## src/rtl/fifo_test_seq.sv

```systemverilog
// FIFO exerciser: writes a burst of an incrementing pattern, reads it back,
// checks every returned word and counts mismatches and completed rounds.
module fifo_test_seq #(
   parameter int DATA_W    = 8,
   parameter int BURST_LEN = 16
) (
   input  logic              sysclk,
   input  logic              rst_n,
   input  logic              start,
   input  logic              full,
   input  logic              empty,
   input  logic [DATA_W-1:0] rd_data,
   output logic              wr_en,
   output logic [DATA_W-1:0] wr_data,
   output logic              rd_en,
   output logic              busy,
   output logic              done,
   output logic [7:0]        err_cnt,
   output logic [15:0]       round_cnt,
   output logic [2:0]        state_dbg
);

   // Strobe semantics: the FIFO takes one word on every cycle wr_en is high
   // and returns one word on rd_data the cycle after every cycle rd_en is
   // high; full/empty gate the strobes combinationally, so a strobe is
   // never raised into a full or empty FIFO.

   typedef enum logic [2:0] {
      IDLE  = 3'd0,
      WRITE = 3'd1,
      READ  = 3'd2,
      DRAIN = 3'd3,
      DONE  = 3'd4
   } state_t;

   localparam logic [7:0] BL = 8'(BURST_LEN);

   state_t            state;
   state_t            state_nxt;
   logic [7:0]        wcnt;
   logic [7:0]        rcnt;
   logic [7:0]        nwr;
   logic [DATA_W-1:0] wpat;
   logic [DATA_W-1:0] epat;
   logic              rd_vld;
   logic              wr_last;
   logic              rd_last;

   always_ff @(posedge sysclk or negedge rst_n) begin
      if (!rst_n) begin
         state <= IDLE;
      end else begin
         state <= state_nxt;
      end
   end

   always_comb begin
      state_nxt = state;
      wr_en     = 1'b0;
      rd_en     = 1'b0;
      done      = 1'b0;
      wr_last   = 1'b0;
      rd_last   = 1'b0;
      case (state)
         IDLE: begin
            if (start) state_nxt = WRITE;
         end
         WRITE: begin
            wr_en = !full && (wcnt < BL);
            // A full FIFO ends the burst early, but only once something is in it.
            wr_last = (wcnt == BL) || (full && (wcnt != 8'd0));
            if (wr_last) state_nxt = READ;
         end
         READ: begin
            rd_en   = !empty && (rcnt < nwr);
            rd_last = rd_en && (rcnt == nwr - 8'd1);
            if (rd_last) state_nxt = DRAIN;
         end
         DRAIN: begin
            state_nxt = DONE;
         end
         DONE: begin
            done      = 1'b1;
            state_nxt = IDLE;
         end
         default: begin
            state_nxt = IDLE;
         end
      endcase
   end

   assign busy      = (state != IDLE);
   assign wr_data   = wpat;
   assign state_dbg = state;

   always_ff @(posedge sysclk or negedge rst_n) begin
      if (!rst_n) begin
         wcnt      <= 8'd0;
         rcnt      <= 8'd0;
         nwr       <= 8'd0;
         wpat      <= '0;
         epat      <= '0;
         rd_vld    <= 1'b0;
         err_cnt   <= 8'd0;
         round_cnt <= 16'd0;
      end else begin
         if ((state == IDLE) && start) begin
            wcnt <= 8'd0;
            rcnt <= 8'd0;
         end
         if (wr_en) begin
            wcnt <= wcnt + 8'd1;
            wpat <= wpat + 1'b1;
         end
         if (wr_last) begin
            nwr <= wcnt;
         end
         if (rd_en) begin
            rcnt <= rcnt + 8'd1;
         end
         // rd_en is low in IDLE, so the check flag is also clear on round entry.
         rd_vld <= rd_en;
         if (rd_vld) begin
            epat <= epat + 1'b1;
            if ((rd_data != epat) && (err_cnt != 8'hFF)) begin
               err_cnt <= err_cnt + 8'd1;
            end
         end
         if (state == DONE) begin
            round_cnt <= round_cnt + 16'd1;
         end
      end
   end

endmodule

```

## config.mk

```make
export PLATFORM = sky130hd
export DESIGN_NAME = fifo_test_seq
export DESIGN_NICKNAME = d
export VERILOG_FILES = /design/src/rtl/fifo_test_seq.sv
export SDC_FILE = /design/constraint.sdc
export NUM_CORES = 1
export LEC_CHECK = 0
export CORE_UTILIZATION = 45
export DETAILED_ROUTE_END_ITERATION = 10
export DONT_BUFFER_PORTS = 1
export GPL_ROUTABILITY_DRIVEN = 0
export REMOVE_ABC_BUFFERS = 1
export SYNTH_ARGS = -nofsm -noshare
export SYNTH_HDL_FRONTEND = slang
export SYNTH_SLANG_ARGS = --single-unit
export TNS_END_PERCENT = 10
```

## constraint.sdc

```tcl
create_clock -name sysclk -period 5.4 [get_ports sysclk]
set_input_delay 1.08 -clock sysclk [delete_from_list [all_inputs] [get_ports sysclk]]
set_output_delay 1.08 -clock sysclk [all_outputs]
set_load 0.01 [all_outputs]
```

# After elaboration in Yosys (flattened, before gate mapping)
# Index checks and enable logic that the tools add are counted.
[word_totals]
output_inout_bits = 39
inputBits = 13
register_bits = 68
[classes]
reduce_logical = 16
muxes = 11
order_cmp = 2
n_eq_ne = 11
addsub = 7
[ops]
columns = ["cell", "count"]
rows = [
  ["adder 8 x 1 -> 8 bit (second input constant)", 5],
  ["2-to-1 mux 8 bit", 3],
  ["adder 16 x 1 -> 16 bit (second input constant)", 1],
  ["one-hot mux 3 bit (4 select lines)", 1],
  ["2-to-1 mux 3 bit", 3],
  ["equality test 8 x 5 -> 1 bit (second input constant)", 1],
  ["equality test 8 bit", 1],
  ["less-than comparator 8 x 5 -> 1 bit (second input constant)", 1],
  ["less-than comparator 8 bit", 1],
  ["inequality test 8 bit", 1],
  ["inequality test 8 bit (second input constant)", 1],
  ["nonzero test 8 bit", 1],
  ["subtractor 8 x 1 -> 8 bit (second input constant)", 1],
  ["equality test 3 x 2 -> 1 bit (second input constant)", 2],
  ["logical AND 1 bit", 6],
  ["inequality test 2 bit (second input constant)", 3],
  ["2-to-1 mux 1 bit", 4],
  ["nonzero test 2 bit", 2],
  ["equality test 3 x 1 -> 1 bit (second input constant)", 1],
  ["equality test 3 bit (second input constant)", 1],
  ["logical NOT 3 bit", 1],
  ["AND reduction 3 bit", 1],
  ["nonzero test 3 bit", 1],
  ["logical NOT 1 bit", 2],
  ["other kinds (2)", 2],
]

# Logic depth before layout (Yosys ltp)
[depth]
depth_word = 5
mapped_depth = 7

# Worst setup path after synthesis
# Ideal clock, no wire load.
[synth_path]
path_type = "input to output"
from = "in empty"
to = "out rd_en"
path_stages = 5
arrival_time_ns = 2.058
slack_ns = 2.262
t_required_ns = 4.320
cell_sequence = "a211oi_1 and3_1 buf_1 nand2_1 inv_1"
[synth_between]
elab_chain_cells = 3
[synth_rtl]
columns = ["item", "line_no", "rtl"]
rows = [
  ["from (decl)", "11", "input logic empty,"],
  ["logical NOT 1 bit", "75", "rd_en = !empty && (rcnt < nwr);"],
  ["logical AND 1 bit", "75", ""],
  ["2-to-1 mux 1 bit", "64", "case (state)"],
  ["to (decl)", "15", "output logic rd_en,"],
]
# Every way passes these cells.

# Final worst setup path
[layout_path]
from = "reg rcnt[5]"
to = "out rd_en"
[layout_between]
elab_chain_cells = 3
[layout_rtl]
columns = ["item", "line_no", "rtl"]
rows = [
  ["from (decl)", "41", "logic [7:0] rcnt;"],
  ["from (signal assigned)", "119", "rcnt <= rcnt + 8'd1;"],
  ["less-than comparator 8 bit", "75", ""],
  ["logical AND 1 bit", "75", ""],
  ["2-to-1 mux 1 bit", "64", ""],
]
# Every way passes these cells.

==> impl_metrics.env <==
export IMPL_finalClockSkew_ns=0.00866
export IMPL_die_height_microns=90.3
export IMPL_cts_setup_buffers=0
export IMPL_multiInputGateArea_sq_um=1700
export IMPL_hp_class="primary input to async pin"
export IMPL_clock_fmax_ghz=0.269
export IMPL_finalWirelength_microns=6640
export IMPL_ys_types=40
export IMPL_cpPeakStageDelay_ns=0.61
export IMPL_fillers=656
export IMPL_async_reset_ff_frac=1.00
export IMPL_vias=2449
export IMPL_syn_area_sq_um=3510
export IMPL_routedWlPerCell_microns=14.9
export IMPL_synth_flop_cell="dfrtp_1"
export IMPL_endpoint_kind="primary output"
export IMPL_clock_latency_ns=0.34
export IMPL_num_antenna_cells=0
export IMPL_clk_pin_slew_ns=0.08
export IMPL_track_usage=0.182
export IMPL_crit_slowest_cell="o2111ai_1"
export IMPL_tightest_slew_ns=0.739
export IMPL_reg2reg_depth=5
export IMPL_drtAntennaViolNets=0
export IMPL_setup_viol=0
export IMPL_slew_limit_headroom=0.505
export IMPL_grt_pass1_vias=2350
export IMPL_via_per_inst=5.50
export IMPL_drcViolationCount=0
export IMPL_numCtsBuffers=9
export IMPL_path_delay_family="compound AO/OA/AOI/OAI gates"
export IMPL_p_leak_nw=1.78
export IMPL_die_area_sq_um=8160
export IMPL_drt_iter0_markers=116
export IMPL_tritoncts="built"
export IMPL_avgSynthCellArea_sq_um=10.5
export IMPL_status="complete, no violations"
export IMPL_ioPinCount=52
export IMPL_regArea_sq_um=1700
export IMPL_power_density_nw_per_um2=256
export IMPL_hold_viol=0
export IMPL_post_place_ws_ns=2.06
export IMPL_place_inst=429
export IMPL_cts_root_buf="clkbuf_8"
export IMPL_cp_max_fo=10
export IMPL_antenna_found_initial=0
export IMPL_dr_pass1_iters=4
export IMPL_syn_inst=335
export IMPL_post_route_min_period_ns=3.72
export IMPL_synth_yosys_seq_area_share=0.485
export IMPL_fin_ws_ns=1.68
export IMPL_htreeDepth=3
export IMPL_postCtsHoldBufs=0
export IMPL_critPathKind="register to primary output"
export IMPL_grt_first_pass_wirelength_microns=11600
export IMPL_io_buffers=0
export IMPL_die_w_microns=90.3
export IMPL_ctsResizeCount=0
export IMPL_final_area_sq_um=3830
export IMPL_synth_ff_latch_count=68
export IMPL_fp_row_count=31
export IMPL_clock_tree_buffer_depth=2
export IMPL_stdcell_count=445
export IMPL_crit_chain="ha_1, a211o_1, o2111ai_1, nand2_1, inv_1"
export IMPL_tns_ns=0
export IMPL_required_ns=4.32
export IMPL_hpwl_microns=4760
export IMPL_holdWs_ns=0.421
export IMPL_core_sq_um=7410
export IMPL_max_cap_violations=0
export IMPL_fin_util=0.517
export IMPL_cp_depth=5
export IMPL_rsz0062_at_grt="no"
export IMPL_cp_num_buf_inv=1
export IMPL_nets=370
export IMPL_synth_edf_count=0
export IMPL_drive_above_1_share=0.0838
export IMPL_slew_violations=0
export IMPL_synth_warnings=0
export IMPL_grt_start_max_net_pins=69
export IMPL_finalPower_mw=0.980
export IMPL_start_kind="register"
export IMPL_dpl_cell_area_sq_um=3610
export IMPL_syn2layout_area_growth_pct=9.12
export IMPL_fin_crit_sh=0.689
export IMPL_gr_total_overflow=0
export IMPL_vdd_drop_max_mv=0.103
export IMPL_start_util=0.474
export IMPL_crit_arrival_ns=2.64
export IMPL_clock_sinks=68
-- area by class of cell --
class	instances	share of cell area
Clock inverter	7	0.0258
Inverter	22	0.0229
Clock buffer	9	0.0323
Tap cell	99	0.0323
Multi-Input combinational cell	240	0.443
Sequential cell	68	0.444
-- worst reg2reg max path, stage by stage (launching register included) --
cell,delay (ns)
dfrtp_1,0.46
ha_1,0.34
a211o_1,0.30
o2111ai_1,0.61
nand2_1,0.38
o221ai_1,0.28
-- registers in the layout, indices dropped and copies added, names as in the netlist --
| signal | cells |
|---|---|
| round_cnt | 16 |
| rd_vld | 1 |
| epat | 8 |
| rcnt | 8 |
| nwr | 8 |
| err_cnt | 8 |
| state_dbg | 3 |
| wr_data | 8 |
| wcnt | 8 |
-- metal layers --
metal	share of wire	GRT usage	wire [microns]	up-vias
met3	0.043	0.0488	284	17
met1	0.47	0.234	3130	1183
met5	0	0	0	-
li1	-	-	-	1188
met4	0.035	0.116	229	0
met2	0.45	0.271	2990	61
-- cells by family (layout without fill, tap and decap cells) --
| kind of cell | after synthesis | in the layout | synth area share |
|---|---|---|---|
| compound gates | 36 | 36 | 0.0713 |
| xor+xnor | 53 | 53 | 0.132 |
| fa+ha+maj | 16 | 16 | 0.0570 |
| buf+inv | 27 | 38 | 0.0324 |
| flops | 68 | 68 | 0.485 |
| mux | 12 | 12 | 0.0374 |
| simple gates | 123 | 123 | 0.185 |
-- report_power, final --
group / switching (mW) / internal, mW / total [mW]
sequential: 0 / 0.509 / 0.509
clock: 0.205 / 0.263 / 0.468
combinational: 0.000990 / 0.00234 / 0.00333
-- final timing paths --
kind	from	to	slack, ns
max	rcnt[5]$_DFFE_PN0P_	rd_en	1.68
min	rst_n	epat[5]$_DFFE_PN0P_	0.42
max reg2reg	rcnt[5]$_DFFE_PN0P_	rcnt[3]$_DFFE_PN0P_	2.94
min reg2reg	epat[7]$_DFFE_PN0P_	epat[7]$_DFFE_PN0P_	0.50
max in group asynchronous	rst_n	rcnt[3]$_DFFE_PN0P_	4.83
min in group sysclk	epat[7]$_DFFE_PN0P_	epat[7]$_DFFE_PN0P_	0.50
-- Yosys cell counts (all sizes together), types with 2 or more instances --
master / number / share of area
nand2: 33 / 0.035
o21ai: 9 / 0.013
nor3: 6 / 0.0086
o221ai: 6 / 0.015
and4: 3 / 0.0075
mux2i: 3 / 0.0086
nor4: 2 / 0.0036
o31ai: 3 / 0.0064
xnor2: 42 / 0.10
nand4: 20 / 0.036
xor2: 11 / 0.027
mux2: 9 / 0.029
nor2: 15 / 0.016
and3b: 2 / 0.0050
and2: 3 / 0.0053
nand2b: 7 / 0.012
ha: 16 / 0.057
inv: 21 / 0.022
clkbuf: 3 / 0.0032
a211o: 3 / 0.0075
buf: 2 / 0.0043
nand3: 14 / 0.020
nor2b: 4 / 0.0071
dfrtp: 68 / 0.48
a21oi: 7 / 0.010
and3: 10 / 0.018
-- placed cells by master, fill, tap and decap left out, types with 2 or more instances in the layout --
| master | netlist | final |
|---|---|---|
| dfrtp_1 | 68 | 68 |
| xnor2_1 | 42 | 42 |
| nand2_1 | 33 | 33 |
| inv_1 | 21 | 21 |
| nand4_1 | 20 | 20 |
| ha_1 | 16 | 16 |
| nor2_1 | 15 | 15 |
| nand3_1 | 14 | 14 |
| xor2_1 | 11 | 11 |
| and3_1 | 10 | 10 |
| o21ai_0 | 9 | 9 |
| mux2_2 | 9 | 9 |
| clkbuf_8 | 0 | 9 |
| nand2b_1 | 7 | 7 |
| a21oi_1 | 7 | 7 |
| nor3_1 | 6 | 6 |
| o221ai_1 | 6 | 6 |
| nor2b_1 | 4 | 4 |
| a211o_1 | 3 | 3 |
| o31ai_1 | 3 | 3 |
| and4_1 | 3 | 3 |
| and2_1 | 3 | 3 |
| mux2i_1 | 3 | 3 |
| clkinv_4 | 1 | 2 |
| and3b_1 | 2 | 2 |
| nor4_1 | 2 | 2 |
| inv_6 | 0 | 2 |
| bufinv_16 | 0 | 2 |
No activity file was read; power rests on OpenSTA's default activity.
